--- src/rtl/diff_core_pkg.sv ---
// rtl/diff_core_pkg.sv - shared types and constants for the feature-map guard controller
package diff_core_pkg;

    // One queued layer: count-1 values per dimension plus the mode bits.
    typedef struct packed {
        logic [7:0] w_num;
        logic [7:0] h_num;
        logic [7:0] c_num;
        logic       kernal_mode;
        logic       bit_mode;
    } fm_layer_desc_t;

    typedef enum logic [1:0] {
        ST_IDLE  = 2'd0,
        ST_ISSUE = 2'd1,
        ST_RUN   = 2'd2,
        ST_DONE  = 2'd3
    } fm_guard_ctrl_state_t;

    localparam int FM_GUARD_DESC_DEPTH = 4;
    localparam int FM_DESC_W           = $bits(fm_layer_desc_t);

endpackage

--- src/rtl/sync_fifo.sv ---
// rtl/sync_fifo.sv - single-clock FIFO with wrap-bit pointers
// Ports: clk, rst (sync, active-high); push_i/wdata_i write side;
//        pop_i/rdata_o read side (rdata_o shows the head); full_o, empty_o.
module sync_fifo #(
    parameter int WIDTH = 8,
    parameter int DEPTH = 4
) (
    input  logic             clk,
    input  logic             rst,
    input  logic             push_i,
    input  logic [WIDTH-1:0] wdata_i,
    input  logic             pop_i,
    output logic [WIDTH-1:0] rdata_o,
    output logic             full_o,
    output logic             empty_o
);
    localparam int AW = $clog2(DEPTH);

    logic [WIDTH-1:0] mem_q [DEPTH];
    logic [AW:0]      wptr_q, wptr_d;
    logic [AW:0]      rptr_q, rptr_d;
    logic             do_push, do_pop;

    assign do_push = push_i && !full_o;
    assign do_pop  = pop_i && !empty_o;

    // Extra MSB distinguishes full from empty when the index bits match.
    assign empty_o = (wptr_q == rptr_q);
    assign full_o  = (wptr_q[AW] != rptr_q[AW]) && (wptr_q[AW-1:0] == rptr_q[AW-1:0]);
    assign rdata_o = mem_q[rptr_q[AW-1:0]];

    always_comb begin
        wptr_d = wptr_q;
        rptr_d = rptr_q;
        if (do_push) wptr_d = wptr_q + 1'b1;
        if (do_pop)  rptr_d = rptr_q + 1'b1;
    end

    always_ff @(posedge clk) begin
        if (rst) begin
            wptr_q <= '0;
            rptr_q <= '0;
        end else begin
            wptr_q <= wptr_d;
            rptr_q <= rptr_d;
        end
    end

    always_ff @(posedge clk) begin
        if (do_push) mem_q[wptr_q[AW-1:0]] <= wdata_i;
    end

endmodule

--- src/rtl/fm_guard_ctrl.sv ---
// rtl/fm_guard_ctrl.sv - queues layer descriptors, issues them to the guard generator, gates psum beats
// Ports: clk, rst (sync, active-high); desc_* descriptor push; gg_* configuration
//        handshake and gg_finish; psum_almost_valid_i/_o raw and gated beat;
//        busy, layer_done, layer_cnt status; err_overrun/err_underrun sticky flags, err_clr.
module fm_guard_ctrl
    import diff_core_pkg::*;
#(
    parameter int DESC_DEPTH = FM_GUARD_DESC_DEPTH,
    parameter int BEAT_W     = 25
) (
    input  logic       clk,
    input  logic       rst,
    input  logic       desc_valid,
    output logic       desc_ready,
    input  logic [7:0] desc_w_num,
    input  logic [7:0] desc_h_num,
    input  logic [7:0] desc_c_num,
    input  logic       desc_kernal_mode,
    input  logic       desc_bit_mode,
    output logic       gg_valid,
    input  logic       gg_ready,
    output logic [7:0] gg_w_num,
    output logic [7:0] gg_h_num,
    output logic [7:0] gg_c_num,
    output logic       gg_kernal_mode,
    output logic       gg_bit_mode,
    input  logic       gg_finish,
    input  logic       psum_almost_valid_i,
    output logic       psum_almost_valid_o,
    output logic       busy,
    output logic       layer_done,
    output logic [7:0] layer_cnt,
    output logic       err_overrun,
    output logic       err_underrun,
    input  logic       err_clr
);
    fm_guard_ctrl_state_t state_q, state_d;
    logic [BEAT_W-1:0]    remaining_q, remaining_d;
    logic [7:0]           layer_cnt_q, layer_cnt_d;
    logic                 err_ov_q, err_ov_d;
    logic                 err_un_q, err_un_d;

    fm_layer_desc_t       push_desc, head_desc;
    logic [FM_DESC_W-1:0] fifo_rdata;
    logic                 fifo_full, fifo_empty, fifo_push, issue_fire;
    logic                 beat_ok, overrun_evt, underrun_evt;
    logic [BEAT_W-1:0]    rem_after_beat, load_val;

    assign push_desc = '{w_num: desc_w_num, h_num: desc_h_num, c_num: desc_c_num,
                         kernal_mode: desc_kernal_mode, bit_mode: desc_bit_mode};
    assign head_desc = fifo_rdata;
    assign fifo_push = desc_valid && !fifo_full;
    assign issue_fire = (state_q == ST_ISSUE) && gg_ready;

    sync_fifo #(
        .WIDTH (FM_DESC_W),
        .DEPTH (DESC_DEPTH)
    ) u_desc_fifo (
        .clk     (clk),
        .rst     (rst),
        .push_i  (fifo_push),
        .wdata_i (push_desc),
        .pop_i   (issue_fire),
        .rdata_o (fifo_rdata),
        .full_o  (fifo_full),
        .empty_o (fifo_empty)
    );

    // Operands widened before multiplying so 256*256*256 does not truncate.
    assign load_val = (BEAT_W'(head_desc.w_num) + BEAT_W'(1))
                    * (BEAT_W'(head_desc.h_num) + BEAT_W'(1))
                    * (BEAT_W'(head_desc.c_num) + BEAT_W'(1));

    // A beat is only legal in RUN with budget left; anything else is an overrun.
    assign beat_ok        = (state_q == ST_RUN) && psum_almost_valid_i && (remaining_q != '0);
    assign overrun_evt    = psum_almost_valid_i && !beat_ok;
    // Same-cycle beat is counted before the finish checks the remaining budget.
    assign rem_after_beat = beat_ok ? (remaining_q - BEAT_W'(1)) : remaining_q;
    assign underrun_evt   = (state_q == ST_RUN) && gg_finish && (rem_after_beat != '0);

    always_ff @(posedge clk) begin
        if (rst) begin
            state_q     <= ST_IDLE;
            remaining_q <= '0;
            layer_cnt_q <= '0;
            err_ov_q    <= 1'b0;
            err_un_q    <= 1'b0;
        end else begin
            state_q     <= state_d;
            remaining_q <= remaining_d;
            layer_cnt_q <= layer_cnt_d;
            err_ov_q    <= err_ov_d;
            err_un_q    <= err_un_d;
        end
    end

    always_comb begin
        state_d     = state_q;
        remaining_d = rem_after_beat;
        layer_cnt_d = layer_cnt_q;
        case (state_q)
            ST_IDLE:  if (!fifo_empty) state_d = ST_ISSUE;
            ST_ISSUE: if (gg_ready) begin
                          state_d     = ST_RUN;
                          remaining_d = load_val;
                      end
            ST_RUN:   if (gg_finish) state_d = ST_DONE;
            ST_DONE:  begin
                          state_d     = fifo_empty ? ST_IDLE : ST_ISSUE;
                          layer_cnt_d = layer_cnt_q + 8'd1;
                      end
            default:  state_d = ST_IDLE;
        endcase
        // Error events take priority over a same-cycle clear.
        err_ov_d = overrun_evt  || (err_ov_q && !err_clr);
        err_un_d = underrun_evt || (err_un_q && !err_clr);
    end

    always_comb begin
        gg_valid            = (state_q == ST_ISSUE);
        gg_w_num            = gg_valid ? head_desc.w_num : 8'd0;
        gg_h_num            = gg_valid ? head_desc.h_num : 8'd0;
        gg_c_num            = gg_valid ? head_desc.c_num : 8'd0;
        gg_kernal_mode      = gg_valid && head_desc.kernal_mode;
        gg_bit_mode         = gg_valid && head_desc.bit_mode;
        psum_almost_valid_o = beat_ok;
        layer_done          = (state_q == ST_DONE);
        busy                = (state_q != ST_IDLE) || !fifo_empty;
        desc_ready          = !fifo_full;
        layer_cnt           = layer_cnt_q;
        err_overrun         = err_ov_q;
        err_underrun        = err_un_q;
    end

endmodule

--- config.mk ---
export PLATFORM = sky130hd
export DESIGN_NAME = fm_guard_ctrl
export DESIGN_NICKNAME = d
export VERILOG_FILES = /design/src/rtl/diff_core_pkg.sv /design/src/rtl/sync_fifo.sv /design/src/rtl/fm_guard_ctrl.sv
export SDC_FILE = /design/constraint.sdc
export NUM_CORES = 1
export LEC_CHECK = 0
export ABC_CLOCK_PERIOD_IN_PS = 21900
export CORE_UTILIZATION = 55
export CTS_BUF_LIST = sky130_fd_sc_hd__clkbuf_16
export DETAILED_ROUTE_END_ITERATION = 16
export PLACE_DENSITY_LB_ADDON = 0.12
export SYNTH_ARGS = -nofsm -noshare
export SYNTH_HDL_FRONTEND = slang
export SYNTH_SLANG_ARGS = --single-unit
--- constraint.sdc ---
create_clock -name clk -period 21.9 [get_ports clk]
set_clock_uncertainty 0.15 [all_clocks]
set_input_delay 3.285 -clock clk [delete_from_list [all_inputs] [get_ports clk]]
set_output_delay 3.285 -clock clk [all_outputs]
set_load 0.01 [all_outputs]
==> metrics.md, run 1 <==
| Metric | Value |
|---|---|
| Slew @ Worst Pin | `1.06 ns` |
| # resized after CTS | `0` |
| Worst path required time | `22.08 ns` |
| Postcts setup bufs | `0` |
| Setup ws final | `10.70 ns` |
| Via density | `5.45` |
| RSZ-0062 raised after global routing | `false` |
| Synthesized area | `14200 um2` |
| Status | `finished clean` |
| Final Routed Wirelength | `30700 um` |
| IO Count | `74` |
| Worst slack, placed | `10.72 ns` |
| Critical path's most frequent cell | `fa_1` |
| Tmin final | `11.20 ns` |
| Row Count | `58` |
| Starting density of the core | `56.2%` |
| Worst skew pair latency | `0.43 ns` |
| Max-cap check violation count | `0` |
| Post-route ant nets | `0` |
| Via count | `9888` |
| DP Area | `15200 um2` |
| R2R Setup Slk | `10.70 ns` |
| Number of global-route vias before repair | `10300` |
| Initial antenna violation count | `0` |
| Critical Path Fanout Max | `28` |
| Total global-route track usage | `25.1%` |
| Grt ovf | `0` |
| Num CTS Buffers | `17` |
| Synth Register Bits | `149` |
| Critical path class | `reg -> reg` |
| Startpoint Class | `flop` |
| Buf/Inv on CP | `8` |
| First-pass GRT wire length | `51500 um` |
| Layout Nets | `1759` |
| Slowest cell on the critical path | `xor2_1` |
| Final GP Congestion | `0.852` |
| HP Start | `err_overrun` |
| Asr flop ratio synth | `0%` |
| Hold Path Class | `reg -> reg` |
| Mapped Nets | `1690` |
| Worst reg2reg endpoint | `remaining_q[23]` |
| Pin count of the biggest net entering global routing | `45` |
| Die area | `26400 um2` |
| Ys flop type | `edfxtp_1` |
| CTS tree | `built` |
| Hold buffer count at cts | `0` |
| Slew Limit Fails | `0` |
| Fmax | `89.3 MHz` |
| Setup TNS | `0 ns` |
| Share of post-route cells with drive strength above 1 | `6.81%` |
| Avg Synthesized Cell Area | `10.1 um2` |
| Fin area | `15800 um2` |
| Sink Count | `149` |
| EDFF count, synth | `104` |
| Chip width | `162 um` |
| WP data arrival | `11.38 ns` |
| Drt pass-1 iters | `7` |
| Multi-input gate area in the final layout | `9120 um2` |
| CP endpoint kind | `flop` |
| Mapped Cells | `1402` |
| Filler cell count | `2106` |
| Clock buffer depth | `2` |
| Core area | `25200 um2` |
| Register clock-pin slew on the reported worst setup and hold paths | `0.06 ns` |
| DRC viols | `0` |
| CTS root buffer | `clkbuf_16` |
| Wire per inst | `16.9 um` |
| Die H | `162 um` |
| Worst R2R Path Depth | `38` |
| Register area | `4030 um2` |
| Final period utilization | `51.2%` |
| Final hold vios | `0` |
| P&R area growth vs syn | `11.9%` |
| Antenna fix cells | `0` |
| YS warnings | `0` |
| # setup viols final | `0` |
| Htree depth | `4` |
| IO Port Bufs | `73` |
| Critical path's top delay family | `adder cells` |
| HPWL Detailed | `23400 um` |
| Worst rel slew slack | `29.1%` |
| DRT iter0 DRCs | `613` |
| Hold Path End | `err_overrun` |
| Post-synthesis sequential area ratio | `28.4%` |
| Yosys cell types | `74` |
| Hold depth | `2` |
| Worst path max stage delay | `0.61 ns` |
==> per-layer routing <==
metal,up-vias,share of wire [%],wire length (um),track usage [%]
met4,0,1.6,495,7.33
li1,4688,-,-,-
met3,36,4.9,1500,3.95
met5,-,0,0,0
met2,229,48,14800,41.2
met1,4935,45,14000,34.5
==> how the worst max path moves through the flow <==
stage          depth (start not counted)  slack (ns)         endpoint  start
3_5_place_dp                          38       10.72  remaining_q[23]   flop
3_3_place_gp                          38       11.01  remaining_q[23]   flop
2_1_floorplan                         38       11.89  remaining_q[23]   flop
6_report                              38       10.70  remaining_q[23]   flop
4_1_cts                               38       10.67  remaining_q[23]   flop
5_1_grt                               38        9.83  remaining_q[23]   flop
==> registers in the layout, summed over array words and instances, names as in the netlist, named ones only <==
| name | cells |
|---|---|
| err_overrun | 1 |
| err_underrun | 1 |
| layer_cnt | 8 |
| remaining_q | 25 |
| state_q | 2 |
| u_desc_fifo.mem_q | 104 |
| u_desc_fifo.rptr_q | 3 |
| u_desc_fifo.wptr_q | 3 |
==> area by class of cell <==
cell class	count	area share [%]
Sequential cell	149	25.4
Timing Repair Buffer	86	5.23
Tap cell	330	2.61
Clock buffer	17	2.69
Inverter	223	5.32
Clock inverter	15	1.15
Multi-Input combinational cell	994	57.6
==> Yosys cell counts, types with 4 or more instances <==
master | number | area share, %
nand4_1 | 5 | 0.22
o21a_1 | 6 | 0.32
a31oi_1 | 6 | 0.27
a21oi_1 | 37 | 1.3
o211ai_1 | 7 | 0.37
nand3_1 | 13 | 0.46
nand2b_1 | 20 | 0.88
nor2_1 | 166 | 4.4
mux2i_1 | 5 | 0.35
xor2_1 | 44 | 2.7
a311oi_1 | 4 | 0.25
nor2b_1 | 27 | 1.2
buf_2 | 6 | 0.21
nor3b_1 | 5 | 0.27
inv_1 | 221 | 5.9
a211oi_1 | 19 | 1.0
nor3_1 | 18 | 0.64
xnor2_2 | 4 | 0.46
o21ai_0 | 15 | 0.53
and3_1 | 14 | 0.62
fa_1 | 162 | 23
or2_2 | 9 | 0.40
ha_1 | 93 | 8.2
mux4_2 | 23 | 3.7
nand2_1 | 131 | 3.5
nand3b_1 | 4 | 0.21
nor4_1 | 4 | 0.18
edfxtp_1 | 104 | 22
a21o_1 | 10 | 0.53
clkbuf_1 | 25 | 0.66
and2_1 | 41 | 1.8
xnor2_1 | 47 | 2.9
dfxtp_1 | 45 | 6.4
or3_1 | 6 | 0.27
==> kinds of logic after synthesis <==
logic type	after synthesis	share of synthesized area (%)
and+or+nand+nor	484	16.4
AOI/OAI and AO/OA	126	5.97
xor gates and xnor gates	98	6.56
muxes	31	4.38
adders and majority gates	255	31.1
buffers and inverters	259	7.14
DFF	149	28.4
==> cells in the final DEF (no fill, tap or decap), types with 37 or more instances in the layout <==
| cell type | count |
|---|---|
| clkdlybuf4s50_1 | 73 |
| and2_1 | 41 |
| xor2_1 | 44 |
| inv_1 | 222 |
| dfxtp_1 | 44 |
| ha_1 | 93 |
| nor2_1 | 166 |
| nand2_1 | 131 |
| fa_1 | 162 |
| xnor2_1 | 47 |
| edfxtp_1 | 104 |
| a21oi_1 | 37 |
==> worst reg2reg max path: cells and delay by family (launching register included) <==
| kind | cells | cell delay [ns] |
|---|---|---|
| adder cells (fa/ha/maj) | 11 | 4.89 |
| AND/OR/NAND/NOR | 6 | 1.10 |
| XOR/XNOR | 3 | 1.36 |
| buffers and inverters | 8 | 0.82 |
| flip-flops | 1 | 0.31 |
| AO/OA/AOI/OAI | 9 | 2.08 |
| multiplexers | 1 | 0.41 |
==> metrics by stage <==
stage | std cells | util, % | hold slack [ns]
after floorplan | 1402 | - | 0.327
after global placement | 1782 | 60.5 | 0.317
after detailed placement | 1782 | 60.5 | 0.312
after CTS | 1814 | 62.9 | 0.330
after global routing | 1814 | 62.9 | 0.375
final | 1814 | 62.9 | 0.329
Power of run 1 is left out: the tool's default activity adds up to more than one toggle a clock period on the data nets, which glitch-free logic cannot reach.
==> inputs of run 2 (changes only) <==
--- a/config.mk
+++ b/config.mk
@@ -5,7 +5,7 @@
 export SDC_FILE = /design/constraint.sdc
 export NUM_CORES = 1
 export LEC_CHECK = 0
-export ABC_CLOCK_PERIOD_IN_PS = 21900
+export ABC_CLOCK_PERIOD_IN_PS = 11200
 export CORE_UTILIZATION = 55
 export CTS_BUF_LIST = sky130_fd_sc_hd__clkbuf_16
 export DETAILED_ROUTE_END_ITERATION = 16
==> constraint.sdc (replaced) <==
create_clock -name clk -period 11.2 [get_ports clk]
set_clock_uncertainty 0.15 [all_clocks]
set_input_delay 1.68 -clock clk [delete_from_list [all_inputs] [get_ports clk]]
set_output_delay 1.68 -clock clk [all_outputs]
set_load 0.01 [all_outputs]
==> run 2 against run 1 <==
Setup slack lost 10 ns. Worst hold slack gained 0.0038 ns. Critical path depth shrank 2. Routed wire length up 1.7%. Global-route usage hardly changed. Sequential share of layout area decreased by 0.17 points. Die area is the same. Final cell count is 0.55% higher.
==> metrics.md, run 2 (same netlist as run 1, synthesis figures left out) <==
| Metric | Value |
|---|---|
| Status | `finished clean` |
| Critical path's most frequent cell | `fa_1` |
| Worst skew pair latency | `0.43 ns (about the same)` |
| Worst path required time | `11.33 ns (-10.75 ns)` |
| Worst path max stage delay | `0.69 ns (+0.08 ns)` |
| Startpoint Class | `flop` |
| Via count | `9990 (+1.0%)` |
| # setup viols final | `0 (unchanged)` |
| Post-route ant nets | `0 (unchanged)` |
| Critical path class | `reg -> reg` |
| Total global-route track usage | `25.2% (+0.039 points)` |
| Slowest cell on the critical path | `xnor2_1` |
| Critical Path Fanout Max | `10 (-64%)` |
| Buf/Inv on CP | `6 (-2)` |
| Slew @ Worst Pin | `1.09 ns (+0.0336 ns)` |
| WP data arrival | `10.83 ns (-0.55 ns)` |
| Critical path's top delay family | `adder cells` |
| Number of global-route vias before repair | `10200 (-0.97%)` |
| IO Port Bufs | `73 (unchanged)` |
| Final GP Congestion | `0.912 (+7.0%)` |
| Register clock-pin slew on the reported worst setup and hold paths | `0.07 ns (about the same)` |
| Die H | `162 um (unchanged)` |
| Die area | `26400 um2 (unchanged)` |
| Worst rel slew slack | `27.1% (-2.0 points)` |
| Fmax | `93.4 MHz (+4.7%)` |
| Starting density of the core | `56.2% (unchanged)` |
| Chip width | `162 um (unchanged)` |
| DRC viols | `0 (unchanged)` |
| Hold buffer count at cts | `0 (unchanged)` |
| IO Count | `74 (unchanged)` |
| Clock buffer depth | `2 (unchanged)` |
| Filler cell count | `2067 (-1.9%)` |
| Layout Nets | `1769 (+0.57%)` |
| Sink Count | `149 (unchanged)` |
| Pin count of the biggest net entering global routing | `45 (unchanged)` |
| Share of post-route cells with drive strength above 1 | `7.70% (+0.89 points)` |
| Most frequent cells in the layout | `inv_1, nor2_1, fa_1, nand2_1, edfxtp_1` |
| Htree depth | `4 (unchanged)` |
| HPWL Detailed | `24100 um (+3.1%)` |
| CTS tree | `built` |
| Commonest non-fill, non-tap cell in the layout | `inv_1` |
| DRT iter0 DRCs | `619 (+0.98%)` |
| Antenna fix cells | `0 (unchanged)` |
| Setup TNS | `0 ns (unchanged)` |
| Core area | `25200 um2 (unchanged)` |
| Final period utilization | `95.6% (+44 points)` |
| Final Routed Wirelength | `31300 um (+1.7%)` |
| Max-cap check violation count | `0 (unchanged)` |
| Num CTS Buffers | `17 (unchanged)` |
| First-pass GRT wire length | `51600 um (about the same)` |
| CP endpoint kind | `flop` |
| P&R area growth vs syn | `12.7%` |
| Drt pass-1 iters | `5 (-2)` |
| Hold Path Class | `reg -> reg` |
| Max reg flops | `104 (unchanged)` |
| Row Count | `58 (unchanged)` |
| Wire per inst | `17.1 um (+1.1%)` |
| RSZ-0062 raised after global routing | `false` |
| Via density | `5.48 (+0.48%)` |
| CTS root buffer | `clkbuf_16` |
| Tmin final | `10.70 ns (-0.498 ns)` |
| Final hold vios | `0 (unchanged)` |
| Initial antenna violation count | `0 (unchanged)` |
| Slew Limit Fails | `0 (unchanged)` |
| Grt ovf | `0 (unchanged)` |
## run 2: cell types whose count changed in the layout (fill, tap and decap cells not counted)
cell / delta
buf_4: +10
inv_6: -6
clkinv_8: +4
inv_8: +2
and3_1: -1
and3_2: +1
bufinv_16: -1
clkinv_4: +1
dfxtp_1: -1
dfxtp_2: +1
inv_1: -1
inv_12: +1
xor2_1: -1
xor2_2: +1
## run 2: worst paths after layout
kind	from	end	slack, ns	cells after the start
max	flop	remaining_q[23]	0.50	36
min	err_overrun	err_overrun	0.33	2
max reg2reg	flop	remaining_q[23]	0.50	36
min reg2reg	err_overrun	err_overrun	0.33	2
## run 2: routing by layer
layer  vias up  wire length, um  global-route usage (%)
met3        27             1540                    3.67
li1       4712                -                       -
met2       281            15500                    42.5
met1      4970            13900                    34.5
met5         -                0                       0
met4         0              312                    5.32
## run 2: metrics by stage
step                      util, %  instance area, um2  setup slack [ns]  cells  hold WS [ns]
final                        63.3               16000             0.496   1824         0.332
after global routing         63.3               16000           0.00650   1824         0.353
after CTS                    63.2               15900             0.439   1822         0.337
after detailed placement     60.7               15300             0.543   1790         0.320
after global placement       60.7               15300             0.706   1790         0.317
after floorplan                 -               14200              1.19   1402         0.327
## run 2: layout make-up
class	count	area [um2]	area share [%]
clock inverters	15	208	1.30
inverters	223	842	5.28
clock buffers	17	425	2.67
well taps	330	413	2.59
flip-flops and latches	149	4030	25.2
multi-input cells	994	9130	57.3
repair buffers	96	903	5.66
## run 2: timing repair
action	4_1_cts	5_1_grt
setup buffers	0	2
gates resized for setup	0	2
endpoints found under the setup margin	0	3
## run 2: tightest hold or removal path: cells and delay by family (launching register included)
family / cells / cell delay (ns)
DFF: 1 / 0.32
and+or+nand+nor: 1 / 0.06
AOI/OAI and AO/OA: 1 / 0.06
Power of run 2 is left out for the same reason.
==> inputs of run 3 (changes only) <==
--- a/config.mk
+++ b/config.mk
@@ -6,7 +6,7 @@
 export NUM_CORES = 1
 export LEC_CHECK = 0
 export ABC_CLOCK_PERIOD_IN_PS = 11200
-export CORE_UTILIZATION = 55
+export CORE_UTILIZATION = 32
 export CTS_BUF_LIST = sky130_fd_sc_hd__clkbuf_16
 export DETAILED_ROUTE_END_ITERATION = 16
 export PLACE_DENSITY_LB_ADDON = 0.12
==> run 3 against run 2 <==
Maximum frequency is 2.1% higher. Count of clock-buffer cells in the layout stayed put. Critical path depth is 3 higher. Design area is 2.2% higher. Sequential share of layout area is 0.54 points lower. Flip-flop and latch count stayed put. Via count is 1.6% lower. Largest cell class unchanged. Highest routed layer unchanged.
==> metrics.md, run 3 (same netlist as run 1, synthesis figures left out) <==
| Metric | Value |
|---|---|
| Num CTS Buffers | `17 (unchanged)` |
| Slew @ Worst Pin | `0.956 ns (-0.134 ns)` |
| CTS root buffer | `clkbuf_16` |
| Most frequent cells in the layout | `inv_1, nor2_1, fa_1, nand2_1, edfxtp_1` |
| Worst path max stage delay | `0.56 ns (-0.13 ns)` |
| DRT iter0 DRCs | `442 (-29%)` |
| Critical path class | `reg -> reg` |
| Final period utilization | `93.6% (-1.9 points)` |
| Row Count | `76 (+31%)` |
| Critical Path Fanout Max | `11 (+1)` |
| Layout Nets | `1775 (+0.34%)` |
| Starting density of the core | `32.7% (-24 points)` |
| Hold depth | `2 (unchanged)` |
| CTS tree | `built` |
| HPWL Detailed | `26800 um (+11%)` |
| # setup viols final | `0 (unchanged)` |
| Initial antenna violation count | `0 (unchanged)` |
| Max reg flops | `104 (unchanged)` |
| Share of post-route cells with drive strength above 1 | `8.20% (+0.50 points)` |
| Post-route ant nets | `0 (unchanged)` |
| Status | `finished clean` |
| Setup ws final | `0.714 ns (+0.218 ns)` |
| IO Count | `74 (unchanged)` |
| Chip width | `212 um (+31%)` |
| Hold Slack | `0.328 ns (-0.00427 ns)` |
| Final GP Congestion | `0.833 (-8.6%)` |
| Worst path required time | `11.33 ns (about the same)` |
| Via density | `4.72 (-14%)` |
| RSZ-0062 raised after global routing | `false` |
| Number of global-route vias before repair | `10100 (-1.3%)` |
| CP endpoint kind | `flop` |
| Die H | `212 um (+31%)` |
| Drt pass-1 iters | `5 (unchanged)` |
| Worst rel slew slack | `35.6% (+8.5 points)` |
| Via count | `9835 (-1.6%)` |
| Startpoint Class | `flop` |
| Slowest cell on the critical path | `mux4_2` |
| Clock buffer depth | `2 (unchanged)` |
| Wire per inst | `16.3 um (-4.7%)` |
| Critical path's most frequent cell | `fa_1` |
| Htree depth | `4 (unchanged)` |
| Fmax | `95.4 MHz (+2.1%)` |
| Filler cell count | `4423 (+110%)` |
| Final Routed Wirelength | `34000 um (+8.9%)` |
| Worst skew pair latency | `0.44 ns (about the same)` |
| First-pass GRT wire length | `55300 um (+7.2%)` |
| Tmin final | `10.49 ns (-0.218 ns)` |
| WP data arrival | `10.62 ns (-0.21 ns)` |
| Hold Path Class | `reg -> reg` |
| Max-cap check violation count | `0 (unchanged)` |
| IO Port Bufs | `73 (unchanged)` |
| Core area | `43400 um2 (+72%)` |
| Setup TNS | `0 ns (unchanged)` |
| Crit path to | `remaining_q[23]` |
| Grt ovf | `0 (unchanged)` |
| Hold buffer count at cts | `0 (unchanged)` |
| Total global-route track usage | `16.0% (-9.2 points)` |
| Final hold vios | `0 (unchanged)` |
| Die area | `45100 um2 (+71%)` |
| Pin count of the biggest net entering global routing | `45 (unchanged)` |
| Commonest non-fill, non-tap cell in the layout | `inv_1` |
| Register clock-pin slew on the reported worst setup and hold paths | `0.07 ns (about the same)` |
| Worst R2R Path Depth | `39 (+8.3%)` |
| Sink Count | `149 (unchanged)` |
| Worst reg2reg endpoint | `remaining_q[23]` |
| Antenna fix cells | `0 (unchanged)` |
| P&R area growth vs syn | `15.2%` |
| Slew Limit Fails | `0 (unchanged)` |
| DRC viols | `0 (unchanged)` |
| Worst slack, placed | `0.485 ns (-0.0587 ns)` |
| R2R Setup Slk | `0.71 ns (+0.22 ns)` |
| Final Util | `37.6% (-26 points)` |
[run 3: timing repair]
action                                  4_1_cts  5_1_grt
resized for setup                             0        4
endpoints found under the setup margin        0        3
setup buffers                                 0        0
[run 3: final cells by class]
class | count | area [um2] | area share, %
clock buffers | 17 | 425 | 2.61
clock inverters | 15 | 180 | 1.11
inverters | 223 | 842 | 5.16
multi-input cells | 994 | 9150 | 56.1
flip-flops and latches | 149 | 4030 | 24.7
well taps | 585 | 732 | 4.49
repair buffers | 102 | 943 | 5.79
[run 3: worst min path at each step]
stage,startpoint,end,slack [ns]
global route,err_overrun,err_overrun,0.36
finish,err_overrun,err_overrun,0.33
floorplan,remaining_q[12],remaining_q[12],0.33
CTS,err_overrun,err_overrun,0.33
global placement,err_overrun,err_overrun,0.32
detailed placement,err_overrun,err_overrun,0.32
[run 3: per-stage QoR]
step	std cells	instance area, um2
2_1_floorplan	1402	14200
6_report	2085	16300
4_1_cts	2085	16300
5_1_grt	2085	16300
3_5_place_dp	2053	15700
3_3_place_gp	2053	15700
[run 3: critical path: cells and delay by family (launching register included)]
kind	cells	cell delay, ns
adder cells (fa/ha/maj)	10	4.75
AO/OA/AOI/OAI	9	1.77
AND/OR/NAND/NOR	9	1.51
XOR/XNOR	3	0.63
multiplexers	1	0.56
buffers and inverters	7	0.48
flip-flops	1	0.47
[run 3: routing by layer]
metal  global-route usage, %  share of wire [%]
met1                    22.8                 48
met2                    25.5                 48
met3                    2.44                3.3
met4                    3.50               0.91
met5                       0                  0
Power of run 3 is left out for the same reason.
